--- src/rtl/plru_pkg.sv ---
// Shared types and helpers for the tree pseudo-LRU state store.
package plru_pkg;

   typedef enum logic {
      IDLE  = 1'b0,
      FLUSH = 1'b1
   } flush_state_e;

   // Way-index width for a given associativity.
   function automatic int unsigned way_bits(input int unsigned n);
      return (n > 1) ? $clog2(n) : 1;
   endfunction

endpackage

--- src/rtl/plru_array_if.sv ---
// Lookup, touch and flush signals between the cache controller and plru_array.
interface plru_array_if
   import plru_pkg::*;
#(
   parameter int unsigned S_INDEX  = 4,
   parameter int unsigned NUM_WAYS = 4
);
   localparam int unsigned WIDTH = NUM_WAYS - 1;
   localparam int unsigned WAY_W = way_bits(NUM_WAYS);

   logic               rd_en;
   logic [S_INDEX-1:0] rd_set;
   logic               victim_valid;
   logic [WAY_W-1:0]   victim_way;
   logic [WIDTH-1:0]   state_out;
   logic [1:0]         touch_en;
   logic [S_INDEX-1:0] touch_set [2];
   logic [WAY_W-1:0]   touch_way [2];
   logic               flush_req;
   logic               busy;

   modport master (
      output rd_en, rd_set, touch_en, touch_set, touch_way, flush_req,
      input  victim_valid, victim_way, state_out, busy
   );

   modport slave (
      input  rd_en, rd_set, touch_en, touch_set, touch_way, flush_req,
      output victim_valid, victim_way, state_out, busy
   );

endinterface

--- src/rtl/plru_tree.sv ---
// Combinational tree-PLRU: applies a touch to one state word and decodes its victim.
module plru_tree
   import plru_pkg::*;
#(
   parameter  int unsigned NUM_WAYS = 4,
   localparam int unsigned WIDTH    = NUM_WAYS - 1,
   localparam int unsigned WAY_W    = way_bits(NUM_WAYS)
) (
   input  logic [WIDTH-1:0] state,
   input  logic [WAY_W-1:0] way,
   output logic [WIDTH-1:0] next_state,
   output logic [WAY_W-1:0] victim
);

   // Heap walk: each node on the way's path is pointed away from it.
   always_comb begin
      int unsigned node;
      next_state = state;
      node       = 0;
      for (int unsigned l = 0; l < WAY_W; l++) begin
         next_state[node] = ~way[WAY_W-1-l];
         node = 2 * node + 1 + {31'b0, way[WAY_W-1-l]};
      end
   end

   always_comb begin
      int unsigned vnode;
      victim = '0;
      vnode  = 0;
      for (int unsigned l = 0; l < WAY_W; l++) begin
         victim[WAY_W-1-l] = state[vnode];
         vnode = 2 * vnode + 1 + {31'b0, state[vnode]};
      end
   end

endmodule

--- src/rtl/plru_array.sv ---
// Per-set tree-PLRU state array with two touch ports, registered victim lookup and walking flush.
module plru_array
   import plru_pkg::*;
#(
   parameter int unsigned S_INDEX  = 4,
   parameter int unsigned NUM_WAYS = 4
) (
   input logic         clk0,
   input logic         rst0_n,
   plru_array_if.slave bus
);

   localparam int unsigned NUM_SETS = 2 ** S_INDEX;
   localparam int unsigned WIDTH    = NUM_WAYS - 1;
   localparam int unsigned WAY_W    = way_bits(NUM_WAYS);

   logic [WIDTH-1:0]   mem [NUM_SETS];
   logic [S_INDEX-1:0] addr_q;
   logic [S_INDEX-1:0] cnt_q;
   logic               vv_q;
   flush_state_e       state_q, state_d;
   logic               flushing;
   logic               chain;
   logic [WIDTH-1:0]   t0_next, t1_in, t1_next;
   logic [WIDTH-1:0]   dec_next_unused;
   logic [WAY_W-1:0]   t0_victim_unused, t1_victim_unused;

   // Same-set touches chain so port 1 sees port 0's result.
   assign chain = bus.touch_en[0] && (bus.touch_set[0] == bus.touch_set[1]);
   assign t1_in = chain ? t0_next : mem[bus.touch_set[1]];

   plru_tree #(.NUM_WAYS(NUM_WAYS)) u_touch0 (
      .state      (mem[bus.touch_set[0]]),
      .way        (bus.touch_way[0]),
      .next_state (t0_next),
      .victim     (t0_victim_unused)
   );

   plru_tree #(.NUM_WAYS(NUM_WAYS)) u_touch1 (
      .state      (t1_in),
      .way        (bus.touch_way[1]),
      .next_state (t1_next),
      .victim     (t1_victim_unused)
   );

   plru_tree #(.NUM_WAYS(NUM_WAYS)) u_decode (
      .state      (mem[addr_q]),
      .way        ('0),
      .next_state (dec_next_unused),
      .victim     (bus.victim_way)
   );

   always_ff @(posedge clk0 or negedge rst0_n) begin
      if (!rst0_n) state_q <= IDLE;
      else         state_q <= state_d;
   end

   always_comb begin
      state_d = state_q;
      case (state_q)
         IDLE:    if (bus.flush_req) state_d = FLUSH;
         FLUSH:   if (cnt_q == '1)   state_d = IDLE;
         default: state_d = IDLE;
      endcase
   end

   always_comb begin
      flushing = (state_q == FLUSH);
   end

   always_ff @(posedge clk0 or negedge rst0_n) begin
      if (!rst0_n)       cnt_q <= '0;
      else if (flushing) cnt_q <= cnt_q + 1'b1;
      else               cnt_q <= '0;
   end

   for (genvar s = 0; s < NUM_SETS; s++) begin : g_set
      always_ff @(posedge clk0 or negedge rst0_n) begin
         if (!rst0_n) begin
            mem[s] <= '0;
         end else if (flushing) begin
            if (cnt_q == S_INDEX'(s)) mem[s] <= '0;
         end else if (bus.touch_en[1] && bus.touch_set[1] == S_INDEX'(s)) begin
            mem[s] <= t1_next;
         end else if (bus.touch_en[0] && bus.touch_set[0] == S_INDEX'(s)) begin
            mem[s] <= t0_next;
         end
      end
   end

   always_ff @(posedge clk0 or negedge rst0_n) begin
      if (!rst0_n) begin
         addr_q <= '0;
         vv_q   <= 1'b0;
      end else if (!flushing && bus.rd_en) begin
         addr_q <= bus.rd_set;
         vv_q   <= 1'b1;
      end else begin
         vv_q   <= 1'b0;
      end
   end

   assign bus.victim_valid = vv_q;
   assign bus.state_out    = mem[addr_q];
   assign bus.busy         = flushing;

endmodule

--- src/flat_wrapper.sv ---
// flat-port wrapper written by rule: the top's interface ports become plain ports
module plru_array_flat import plru_pkg::*;
#(
   parameter int unsigned S_INDEX  = 4,
   parameter int unsigned NUM_WAYS = 4
)
  (clk0, rst0_n, bus_rd_en, bus_rd_set, bus_touch_en, bus_touch_set, bus_touch_way, bus_flush_req, bus_victim_valid, bus_victim_way, bus_state_out, bus_busy);
  plru_array_if #(.S_INDEX(S_INDEX), .NUM_WAYS(NUM_WAYS)) bus_i ();
  input logic clk0;
  input logic rst0_n;
  input wire logic [$bits(bus_i.rd_en)-1:0] bus_rd_en;
  input wire logic [$bits(bus_i.rd_set)-1:0] bus_rd_set;
  input wire logic [$bits(bus_i.touch_en)-1:0] bus_touch_en;
  input wire logic [$bits(bus_i.touch_set)-1:0] bus_touch_set;
  input wire logic [$bits(bus_i.touch_way)-1:0] bus_touch_way;
  input wire logic [$bits(bus_i.flush_req)-1:0] bus_flush_req;
  output wire logic [$bits(bus_i.victim_valid)-1:0] bus_victim_valid;
  output wire logic [$bits(bus_i.victim_way)-1:0] bus_victim_way;
  output wire logic [$bits(bus_i.state_out)-1:0] bus_state_out;
  output wire logic [$bits(bus_i.busy)-1:0] bus_busy;
  assign bus_i.rd_en = bus_rd_en;
  assign bus_i.rd_set = bus_rd_set;
  assign bus_i.touch_en = bus_touch_en;
  assign bus_i.touch_set = {>>{bus_touch_set}};
  assign bus_i.touch_way = {>>{bus_touch_way}};
  assign bus_i.flush_req = bus_flush_req;
  assign bus_victim_valid = bus_i.victim_valid;
  assign bus_victim_way = bus_i.victim_way;
  assign bus_state_out = bus_i.state_out;
  assign bus_busy = bus_i.busy;
  plru_array #(.S_INDEX(S_INDEX), .NUM_WAYS(NUM_WAYS)) u_core (.clk0(clk0), .rst0_n(rst0_n), .bus(bus_i));
endmodule
--- config.mk ---
export PLATFORM = sky130hd
export DESIGN_NAME = plru_array_flat
export DESIGN_NICKNAME = d
export VERILOG_FILES = /design/src/rtl/plru_pkg.sv /design/src/rtl/plru_array_if.sv /design/src/rtl/plru_tree.sv /design/src/rtl/plru_array.sv /design/src/flat_wrapper.sv
export SDC_FILE = /design/constraint.sdc
export NUM_CORES = 1
export LEC_CHECK = 0
export ABC_AREA = 1
export CORE_MARGIN = 2
export CORE_UTILIZATION = 40
export DETAILED_ROUTE_END_ITERATION = 8
export DONT_BUFFER_PORTS = 1
export GPL_ROUTABILITY_DRIVEN = 0
export GPL_TIMING_DRIVEN = 0
export PLACE_DENSITY = 0.59
export SYNTH_ARGS = -nofsm -noshare
export SYNTH_HDL_FRONTEND = slang
export SYNTH_HIERARCHICAL = 1
export SYNTH_SLANG_ARGS = --single-unit
--- constraint.sdc ---
create_clock -name clk0 -period 3.3 [get_ports clk0]
set_input_delay 0.495 -clock clk0 [delete_from_list [all_inputs] [get_ports clk0]]
set_output_delay 0.495 -clock clk0 [all_outputs]
set_load 0.01 [all_outputs]
# Word level (Yosys, flattened, before mapping)
# Index checks and enable logic that the tools add are counted.
# totals
wordCells,261
in_bits,22
output_inout_bits,7
ff_bits,58
# op_classes
n_eq_ne,62
muxes,87
addsub,4
n_reduce_logical,72
order_cmp,8
n_bitwise,8
# op_table
cell,n
two-way mux 3 bit,71
equality test 4 bit (second input constant),24
equality test 4 x 3 -> 1 bit (second input constant),12
nonzero test 3 bit,16
binary-select mux 3 bit (select 4 bit),3
logical AND 1 bit,36
!= test 2 bit (second input constant),16
AND reduction 2 bit,16
equality test 4 x 2 -> 1 bit (second input constant),6
greater-or-equal comparator 5 bit (second input constant),3
inverter 4 -> 5 bit,3
equality test 4 x 1 -> 1 bit (second input constant),3
zero test 4 bit,3
less-than comparator 2 x 3 -> 1 bit (second input constant),3
adder 1 x 1 -> 2 bit (first input constant),3
bitwise mux 3 bit,2
two-way mux 1 bit,6
inverter 1 bit,5
adder 4 x 1 -> 4 bit (second input constant),1
demux 1 bit (select 2 bit),2
equality test 4 bit,1
greater-or-equal comparator 2 x 1 -> 1 bit (second input constant),2
two-way mux 4 bit,1
binary-select mux 1 bit (select 2 bit),1
2 further kinds,2

# Longest topological paths before layout
# Gate-level depths: netlist of run 1.
# logic_depth
ltp_word,10
mapped_depth,19
ltp_nobuf,18

# Cells and area by module
# The synthesis of run 1 kept the hierarchy.
# by_module_without_submodules
module,cells_each,n_inst,area_each_um2,seq_area_each_um2
plru_array,788,1,4667.0,1451.4
plru_tree at u_core.u_decode ...,12,2,52.6,0.0
plru_tree at u_core.u_touch1,12,1,50.0,0.0

# Least setup slack after synthesis of run 1
# OpenSTA, ideal clock, no wires.
# synth_path
path_kind,input-to-reg
start,input bus_touch_set[5]
end,register u_core/mem[25] (netlist name)
required_time_ps,3223
setup_slack_ps,508
setup_ps,77
n_path_buf,2
stages,18
arrival_ps,2715
path_cell_list,nand2_1 clkbuf_1 o22ai_1 o21ai_0 nand2_1 inv_1 nand2_1 nand2_1 o21ai_0 clkbuf_1 nor2_1 nor2_1 nand2_1 o21ai_0 clkinv_1 nand2_1 o211ai_1 a21oi_1
# synth_via
elab_chain_len,9
word_cells_on_any_way,16
classes_between,2 x eq/ne; 9 x mux; 1 x bitwise; 4 x reduce/logical
# synth_rtl
item,line,source
"start, declared",flat_wrapper.sv:14,input wire logic [$bits(bus_i.touch_set)-1:0] bus_touch_set;
inverter 4 -> 5 bit (not written as such),plru_array.sv:33,".state (mem[bus.touch_set[0]]),"
binary-select mux 3 bit (select 4 bit),plru_array.sv:33,
two-way mux 3 bit (not written as such) (2 in a row),plru_array.sv:33,
bitwise mux 3 bit,plru_tree.sv:21,next_state[node] = ~way[WAY_W-1-l];
via u_core.t0_next[1],plru_array.sv:24,"logic [WIDTH-1:0] t0_next, t1_in, t1_next;"
two-way mux 3 bit,plru_array.sv:30,assign t1_in = chain ? t0_next : mem[bus.touch_set[1]];
via u_core.t1_in[1],plru_array.sv:24,
bitwise mux 3 bit,plru_tree.sv:21,
via u_core.t1_next[1],plru_array.sv:24,
two-way mux 3 bit,plru_array.sv:83,end else if (bus.touch_en[1] && bus.touch_set[1] == S_INDEX'(s)) begin
two-way mux 3 bit,plru_array.sv:81,end else if (flushing) begin
"end signal, assigned by index",plru_array.sv:84,mem[s] <= t1_next;
"end signal, assigned by index",plru_array.sv:86,mem[s] <= t0_next;
"end, declared",plru_array.sv:17,logic [WIDTH-1:0] mem [NUM_SETS];
# The timed path passes the listed nets, and every way through them passes these cells. The select of a mux whose other input is x is not followed.
# A chain may end at the register's enable or synchronous reset.

# Worst setup path after layout of run 1
# layout_path
start,input bus_touch_set[5]
end,register u_core/mem[17] (netlist name)
# The elaborated chain is that of the path after synthesis.

==> out/results.txt, run 1 <==
First-pass GRT wire length - 25.9 mm
Root buf cell - clkbuf_8
Final Cycle Share - 91.3%
Synthesis-to-layout area growth - 9.38%
Worst-path cell chain - nand2_1 > clkbuf_1 > o22ai_1 > o21ai_0 > nand4_1 > nand2_2 > nand2_1 > clkbuf_2 > nor2_1 > nor2_1 > nand2_1 > nand2_1 > clkinv_1 > a21oi_1 > nand2_1 > o21ai_1
Largest net degree at the start of global routing - 59
Place WS - -703 ps
Diode count - 0
Crit path setup slack, layout - 287 ps
Leak pwr - 2.40 nW
Max IR drop VDD - 0.460 mV
RSZ-0062 raised after global routing - no
Starting DRC count in detailed routing - 525
Critical Path AT - 3290 ps
Site row count - 38
Mapped Nets - 768
Worst setup EP type - register
CTS tree - done
Core area - 0.0109 sq mm
Post-CTS setup buffers - 0
Setup-failing EPs final - 0
Vias in the first global route - 4708
Final period demand of the worst path - 3010 ps
Gate Count Post-Synth - 742
HP Class - in2async
R2R setup slack - 310 ps
Layout cells sized above 1 - 7.51%
FF+latch area - 0.00145 sq mm
Clk sink count - 58
Syn Area/Cell - 6.04 sq um
Fmax - 0.332 GHz
Worst-Skew Late Latency - 360 ps
Syn. warnings - 6
Most frequent cell on the critical path - nand2_1
DRT antenna net count - 0
Final core occ - 45.0%
CP Class - in2reg
Clock Tree Buf Depth - 2
Multi-input gate area - 0.00257 sq mm
Detailed Place HPWL - 12.7 mm
R2r endpoint - u_core/mem[17]
Via Count - 4985
Drt first pass iters - 7
Width of the die - 110 um
Hold Vio Cnt, Final - 15
Pwr Total - 3.48 mW
Slew @ Worst Pin - 579 ps
Max_cap viols - 0
Accumulated negative setup slack - 0 ps
Hold WS - -5.57 ps
Mapped Area - 0.00448 sq mm
CP Data Required Time - 3580 ps
Reg2Reg Depth - 15
GR Util All Layers - 29.2%
Pins Over Slew Limit - 0
CP max FO - 10
Crit-path max cell delay - 390 ps
Layout Cells excl Fill - 899
Placed insts - 882
H-tree depth - 3
Fin nets - 780
Slowest cell on crit path - clkinv_1
Result of the run - complete, but fails checks
Initial antenna violation count - 0
Die ar. - 0.0121 sq mm
Fillers - 1149
Post-route design area - 0.00490 sq mm
GR Overflow Total - 0
Failing checks - negative hold slack
Post-Route WL - 16.2 mm
PwrDens - 711 mW/mm^2
Critical Path Start Type - input port
Port buffer count - 0
CTS buffer count - 9
# DRC - 0
Worst flop-to-flop path startpoint - u_core/mem[26]
Placement Cell Area - 0.00466 sq mm
Die height - 110 um
WL/cell - 18.1 um
Initial core utilization - 41.2%
Via-per-instance ratio - 5.55
Clk_skew - 10.5 ps
Max transition margin - 61.4%
I/O Pins - 29
Reg clk slew, reported paths - 60 ps
## where the power goes
group | internal [mW] | leakage [nW] | switching [mW] | total (mW)
combinational | 0.493 | 1.52 | 1.10 | 1.59
clock | 0.390 | 0.101 | 0.287 | 0.676
sequential | 0.951 | 0.776 | 0.264 | 1.21
total | 1.83 | 2.40 | 1.65 | 3.48
## worst max path at each step
stage,from,endpoint,slack (ps),cells after the start
floorplan,bus_touch_set[4],u_core/mem[25],620,19
CTS,u_core/mem[25],u_core/mem[25],60,17
global route,u_core/mem[20],u_core/mem[26],120,15
detailed placement,bus_touch_set[6],u_core/mem[25],-700,16
finish,bus_touch_set[5],u_core/mem[17],290,16
global placement,bus_touch_set[6],u_core/mem[19],-750,16
## worst max-delay path, delay by kind of cell
family,cells,cell delay (ps)
buf+inv,3,900
simple gates,9,1200
compound gates,4,670
## state kept, by name, indices dropped and copies added, names as in the netlist
register / count
u_core/mem: 48
u_core/addr_q: 4
u_core/cnt_q: 4
u_core/bus.busy: 1
u_core/bus.victim_valid: 1
## repair_timing
action | in CTS | in global routing
setup endpoints to repair | 10 | 20
hold buffers | 1 | 0
endpoints found under the hold margin | 58 | 0
gates resized for setup | 2 | 5
## metal layers
layer,routed length (um),track usage [%]
met1,7080,40.7
met2,7200,44.4
met3,1610,7.65
met4,339,8.68
met5,0,0
## final cells by class
class	count	area share, %
clock buffer	14	3.32
sequential	58	29.6
timing repair buffer	1	0.562
tap	140	3.57
clock inverter	2	0.715
buffer	28	2.68
inverter	89	7.10
multi-input combinational	567	52.4
## placed cells by master, fill, tap and decap left out, types with 4 or more instances in the layout
cell and count:
o211ai_1 19, nand2_1 259, a21oi_1 39, nand3_1 58, clkbuf_1 13, dfrtp_1 58
nor2_2 5, nor2_1 56, o22ai_1 11, clkbuf_8 11, o21ai_1 30, ha_1 4
o21ai_0 71, inv_2 17, buf_2 9, inv_1 69
Power figures use the tool's default switching activity.
==> inputs of run 2 (changes only) <==
--- a/config.mk
+++ b/config.mk
@@ -12,6 +12,7 @@
 export DONT_BUFFER_PORTS = 1
 export GPL_ROUTABILITY_DRIVEN = 0
 export GPL_TIMING_DRIVEN = 0
+export HOLD_SLACK_MARGIN = 0.15
 export PLACE_DENSITY = 0.59
 export SYNTH_ARGS = -nofsm -noshare
 export SYNTH_HDL_FRONTEND = slang
==> out/results.txt, run 2 (synthesis gave the netlist of run 1 again) <==
Max reg flops - 48
WL met3 - 1.52 mm
Hold worst-path end - u_core/bus.busy
Final period demand of the worst path - 2980 ps
Clk_skew - 9.83 ps
Slowest cell on crit path - nor2_1
Via Count - 4970
Via-per-instance ratio - 5.52
CP Class - in2reg
Reg2Reg Depth - 15
Critical Path Start Type - input port
Setup-failing EPs final - 0
Reg clk slew, reported paths - 60 ps
Detailed Place HPWL - 12.7 mm
Clk sink count - 58
Drt first pass iters - 7
Initial core utilization - 41.2%
Hold_sp - bus_flush_req
# DRC - 0
RSZ-0062 raised after global routing - no
Uppermost layer routed - met4
Slew @ Worst Pin - 591 ps
Worst flop-to-flop path startpoint - u_core/mem[26]
Clock Tree Buf Depth - 2
Post-CTS setup buffers - 0
Crit path setup slack, layout - 317 ps
Fillers - 1148
Worst setup EP type - register
Die ar. - 0.0121 sq mm
Crit-path max cell delay - 450 ps
Port buffer count - 0
GR Overflow Total - 0
Largest net degree at the start of global routing - 59
Worst-path cell chain - nor2_1 > o21ai_0 > nand4_1 > nand2_2 > nand2_1 > clkbuf_2 > nor2_1 > nor2_1 > nand2_1 > nand2_1 > clkinv_1 > a21oi_1 > nand2_1 > o21ai_1
Max_cap viols - 0
Leak pwr - 2.40 nW
Most frequent cells in the layout - 259 x nand2_1, 71 x o21ai_0, 69 x inv_1
Site row count - 38
H-tree depth - 3
Met2 WL - 7.15 mm
Critical Path AT - 3270 ps
PwrDens - 709 mW/mm^2
Pins Over Slew Limit - 0
Core area - 0.0109 sq mm
WL/cell - 18.0 um
Most common cell after layout, fill and taps aside - nand2_1
R2R setup slack - 330 ps
Max IR drop VDD - 0.458 mV
Place WS - -703 ps
Fmax - 0.335 GHz
Synthesis-to-layout area growth - 9.61%
Result of the run - finished, final reports clean
Initial antenna violation count - 0
First-pass GRT wire length - 25.9 mm
Worst-Skew Late Latency - 370 ps
Die height - 110 um
Root buf cell - clkbuf_8
CTS buffer count - 9
I/O Pins - 29
R2r endpoint - u_core/mem[17]
Vias in the first global route - 4716
Layout cells sized above 1 - 7.50%
Most frequent cell on the critical path - nand2_1
CP max FO - 10
HP Class - in2reg
Hold Vio Cnt, Final - 0
Largest Register - u_core/mem
DRT antenna net count - 0
Final Cycle Share - 90.4%
Max transition margin - 60.4%
Width of the die - 110 um
Starting DRC count in detailed routing - 506
Pwr Total - 3.48 mW
Largest regs - u_core/mem x48, u_core/addr_q x4, u_core/cnt_q x4
Fin nets - 781
CP Data Required Time - 3580 ps
Final core occ - 45.1%
Hold Path Cell Cnt - 2
CTS tree - done
GR Util All Layers - 29.2%
M1 WL - 7.19 mm
Post-Route WL - 16.2 mm
Diode count - 0
## run 2: changes by cell type in the layout (fill, tap and decap cells not counted), sizes merged
cell,previous run,this run
dlygate4sd3,0,1
## run 2: routing by layer
| layer | GRT usage, % | up-vias |
|---|---|---|
| li1 | - | 2436 |
| met1 | 40.6 | 2277 |
| met2 | 44.4 | 232 |
| met3 | 7.71 | 25 |
| met4 | 8.68 | 0 |
| met5 | 0 | - |
## run 2: how the worst max path moves through the flow
stage                     startpoint             end  slack [ps]  depth (start not counted)
floorplan           bus_touch_set[4]  u_core/mem[25]         620                         19
global placement    bus_touch_set[6]  u_core/mem[19]        -750                         16
detailed placement  bus_touch_set[6]  u_core/mem[25]        -700                         16
CTS                   u_core/mem[25]  u_core/mem[25]          60                         17
global route          u_core/mem[20]  u_core/mem[26]         120                         15
finish              bus_touch_set[6]  u_core/mem[17]         320                         14
## run 2: what timing repair did
item,in CTS,in global routing
gates cloned,0,0
endpoints found under the setup margin,10,20
hold buffers,2,0
hold endpoints to repair,58,0
resized for setup,2,5
## run 2: per-stage QoR
| step | area (sq um) | hold WS, ps | setup TNS (ps) | instances |
|---|---|---|---|---|
| global route | 4910 | 240 | 0 | 900 |
| CTS | 4890 | 237 | 0 | 900 |
| floorplan | 4480 | 199 | 0 | 742 |
| global placement | 4660 | 202 | -8280 | 882 |
| finish | 4910 | 254 | 0 | 900 |
| detailed placement | 4660 | 202 | -7830 | 882 |
## run 2: report_power, final
group / internal (mW) / total [mW] / switching [mW]
logic: 0.494 / 1.59 / 1.10
registers: 0.951 / 1.21 / 0.261
clock network: 0.390 / 0.677 / 0.287
total: 1.83 / 3.48 / 1.65
## run 2: area by class of cell
type	instances	area (sq um)	area share, %
Buffer	28	131	2.68
Inverter	89	348	7.08
Timing Repair Buffer	2	37.5	0.764
Tap cell	140	175	3.57
Clock buffer	14	163	3.31
Sequential cell	58	1450	29.6
Clock inverter	2	35.0	0.713
Multi-Input combinational cell	567	2570	52.3
## run 2: critical path, delay by kind of cell
kind,cells,cell delay (ps)
simple gates,9,1550
buf+inv,2,660
compound gates,3,530
==> inputs of run 3 (changes only) <==
--- a/config.mk
+++ b/config.mk
@@ -11,7 +11,6 @@
 export DETAILED_ROUTE_END_ITERATION = 8
 export DONT_BUFFER_PORTS = 1
 export GPL_ROUTABILITY_DRIVEN = 0
-export GPL_TIMING_DRIVEN = 0
 export HOLD_SLACK_MARGIN = 0.15
 export PLACE_DENSITY = 0.59
 export SYNTH_ARGS = -nofsm -noshare
==> out/results.txt, run 3 (synthesis gave the netlist of run 1 again) <==
Result of the run - finished, final reports clean
Clock Tree Buf Depth - 2
H-tree depth - 3
Hold Vio Cnt, Final - 0
Root buf cell - clkbuf_8
CP max FO - 10
Post-Route WL - 15.9 mm
Largest regs - u_core/mem x48, u_core/addr_q x4, u_core/cnt_q x4
Final Cycle Share - 80.7%
HP Class - in2reg
Critical Path Start Type - register
Largest Register - u_core/mem
Core area - 0.0109 sq mm
WP buf/inv - 3
Final period demand of the worst path - 2660 ps
Site row count - 38
GR Overflow Total - 0
Max IR drop VDD - 0.381 mV
Diode count - 0
Reg2Reg Depth - 16
Fillers - 1159
Accumulated negative setup slack - 0 ps
RSZ-0062 raised after global routing - no
# DRC - 0
Most frequent cells in the layout - 259 x nand2_1, 72 x o21ai_0, 69 x inv_1
Worst setup EP type - register
Worst-Skew Late Latency - 370 ps
Initial core utilization - 41.2%
Vias in the first global route - 4433
Port buffer count - 0
Die height - 110 um
Hold_sp - bus_rd_set[0]
Fin nets - 758
Pins Over Slew Limit - 0
Largest net degree at the start of global routing - 59
WL/cell - 18.1 um
Crit-path max cell delay - 520 ps
Worst flop-to-flop path startpoint - u_core/mem[46]
CP Data Required Time - 3610 ps
Cts hold-fix bufs - 2
Synthesis-to-layout area growth - 6.79%
Slowest cell on crit path - clkinv_1
Hold Path Cell Cnt - 2
Via-per-instance ratio - 5.63
Top Family by Delay on Critical Path - compound AO/OA/AOI/OAI gates
Clk_skew - 10.9 ps
Hold worst-path end - u_core/addr_q[0]
Die ar. - 0.0121 sq mm
Worst-path cell chain - inv_1 > o21ai_0 > o21ai_0 > nand2_1 > inv_1 > nand2_1 > nand2_1 > o21ai_0 > nor2_1 > nor2_1 > nand2_1 > o21ai_0 > clkinv_1 > a21oi_1 > nand3_1 > nand2_1
Max transition margin - 51.6%
Most common cell after layout, fill and taps aside - nand2_1
Max_cap viols - 0
GR Util All Layers - 27.8%
PwrDens - 701 mW/mm^2
Slew @ Worst Pin - 718 ps
Clk sink count - 58
Placed insts - 859
Leak pwr - 2.33 nW
R2r endpoint - u_core/mem[7]
Fmax - 0.375 GHz
CTS tree - done
Post-CTS resize count - 0
Critical Path AT - 2970 ps
Detailed Place HPWL - 12.0 mm
I/O Pins - 29
Starting DRC count in detailed routing - 560
Layout Cells excl Fill - 877
CP Class - reg2reg
Drt first pass iters - 5
DRT antenna net count - 0
CTS buffer count - 9
Setup-failing EPs final - 0
First-pass GRT wire length - 24.8 mm
Initial antenna violation count - 0
Multi-input gate area - 0.00257 sq mm
Via Count - 4937
Post-CTS setup buffers - 0
Reg clk slew, reported paths - 70 ps
Most frequent cell on the critical path - nand2_1
Width of the die - 110 um
FF+latch area - 0.00145 sq mm
R2R setup slack - 640 ps
Max reg flops - 48
Layout cells sized above 1 - 6.24%
run 3: changes by cell type in the layout (fill, tap and decap cells not counted), sizes merged:
| cell | before | now |
|---|---|---|
| bufinv | 2 | 0 |
| buf | 16 | 6 |
| clkbuf | 27 | 14 |
| clkinv | 3 | 5 |
run 3: worst max-delay path by stage:
stage | from | slack, ps | depth (start not counted) | end
2_1_floorplan | bus_touch_set[4] | 620 | 19 | u_core/mem[25]
3_3_place_gp | bus_touch_set[4] | 550 | 17 | u_core/mem[7]
3_5_place_dp | bus_touch_set[4] | 420 | 17 | u_core/mem[7]
4_1_cts | u_core/addr_q[1] | 690 | 8 | bus_victim_way[0]
5_1_grt | u_core/mem[31] | 350 | 16 | u_core/mem[25]
6_report | u_core/mem[46] | 640 | 16 | u_core/mem[7]
run 3: routing by layer:
| metal | track usage, % | share of wire (%) | vias to the layer above |
|---|---|---|---|
| met4 | 8.41 | 1.5 | 0 |
| li1 | - | - | 2389 |
| met3 | 8.42 | 11 | 20 |
| met1 | 39.3 | 45 | 2304 |
| met5 | 0 | 0 | - |
| met2 | 40.5 | 42 | 224 |
run 3: report_power, final:
group	total, mW	internal (mW)	switching [mW]
Sequential	1.26	0.950	0.313
Combinational	1.46	0.453	1.00
Clock	0.635	0.332	0.303
Total	3.36	1.73	1.62
run 3: cell type report:
| type | count | share of cell area (%) |
|---|---|---|
| clock buffer | 14 | 3.61 |
| clock inverter | 2 | 0.209 |
| inverter | 89 | 6.98 |
| multi-input combinational | 567 | 53.6 |
| sequential | 58 | 30.3 |
| tap | 140 | 3.66 |
| timing repair buffer | 7 | 1.57 |
run 3: stage by stage:
step | hold slack (ps) | area, sq um | power [mW] | worst slack (ps) | util [%]
floorplan | 199 | 4480 | 2.24 | 621 | -
global placement | 203 | 4560 | 2.66 | 548 | 41.9
detailed placement | 202 | 4560 | 2.67 | 421 | 41.9
CTS | 233 | 4780 | 3.33 | 688 | 43.9
global route | 243 | 4780 | 3.62 | 353 | 43.9
finish | 234 | 4780 | 3.36 | 635 | 43.9
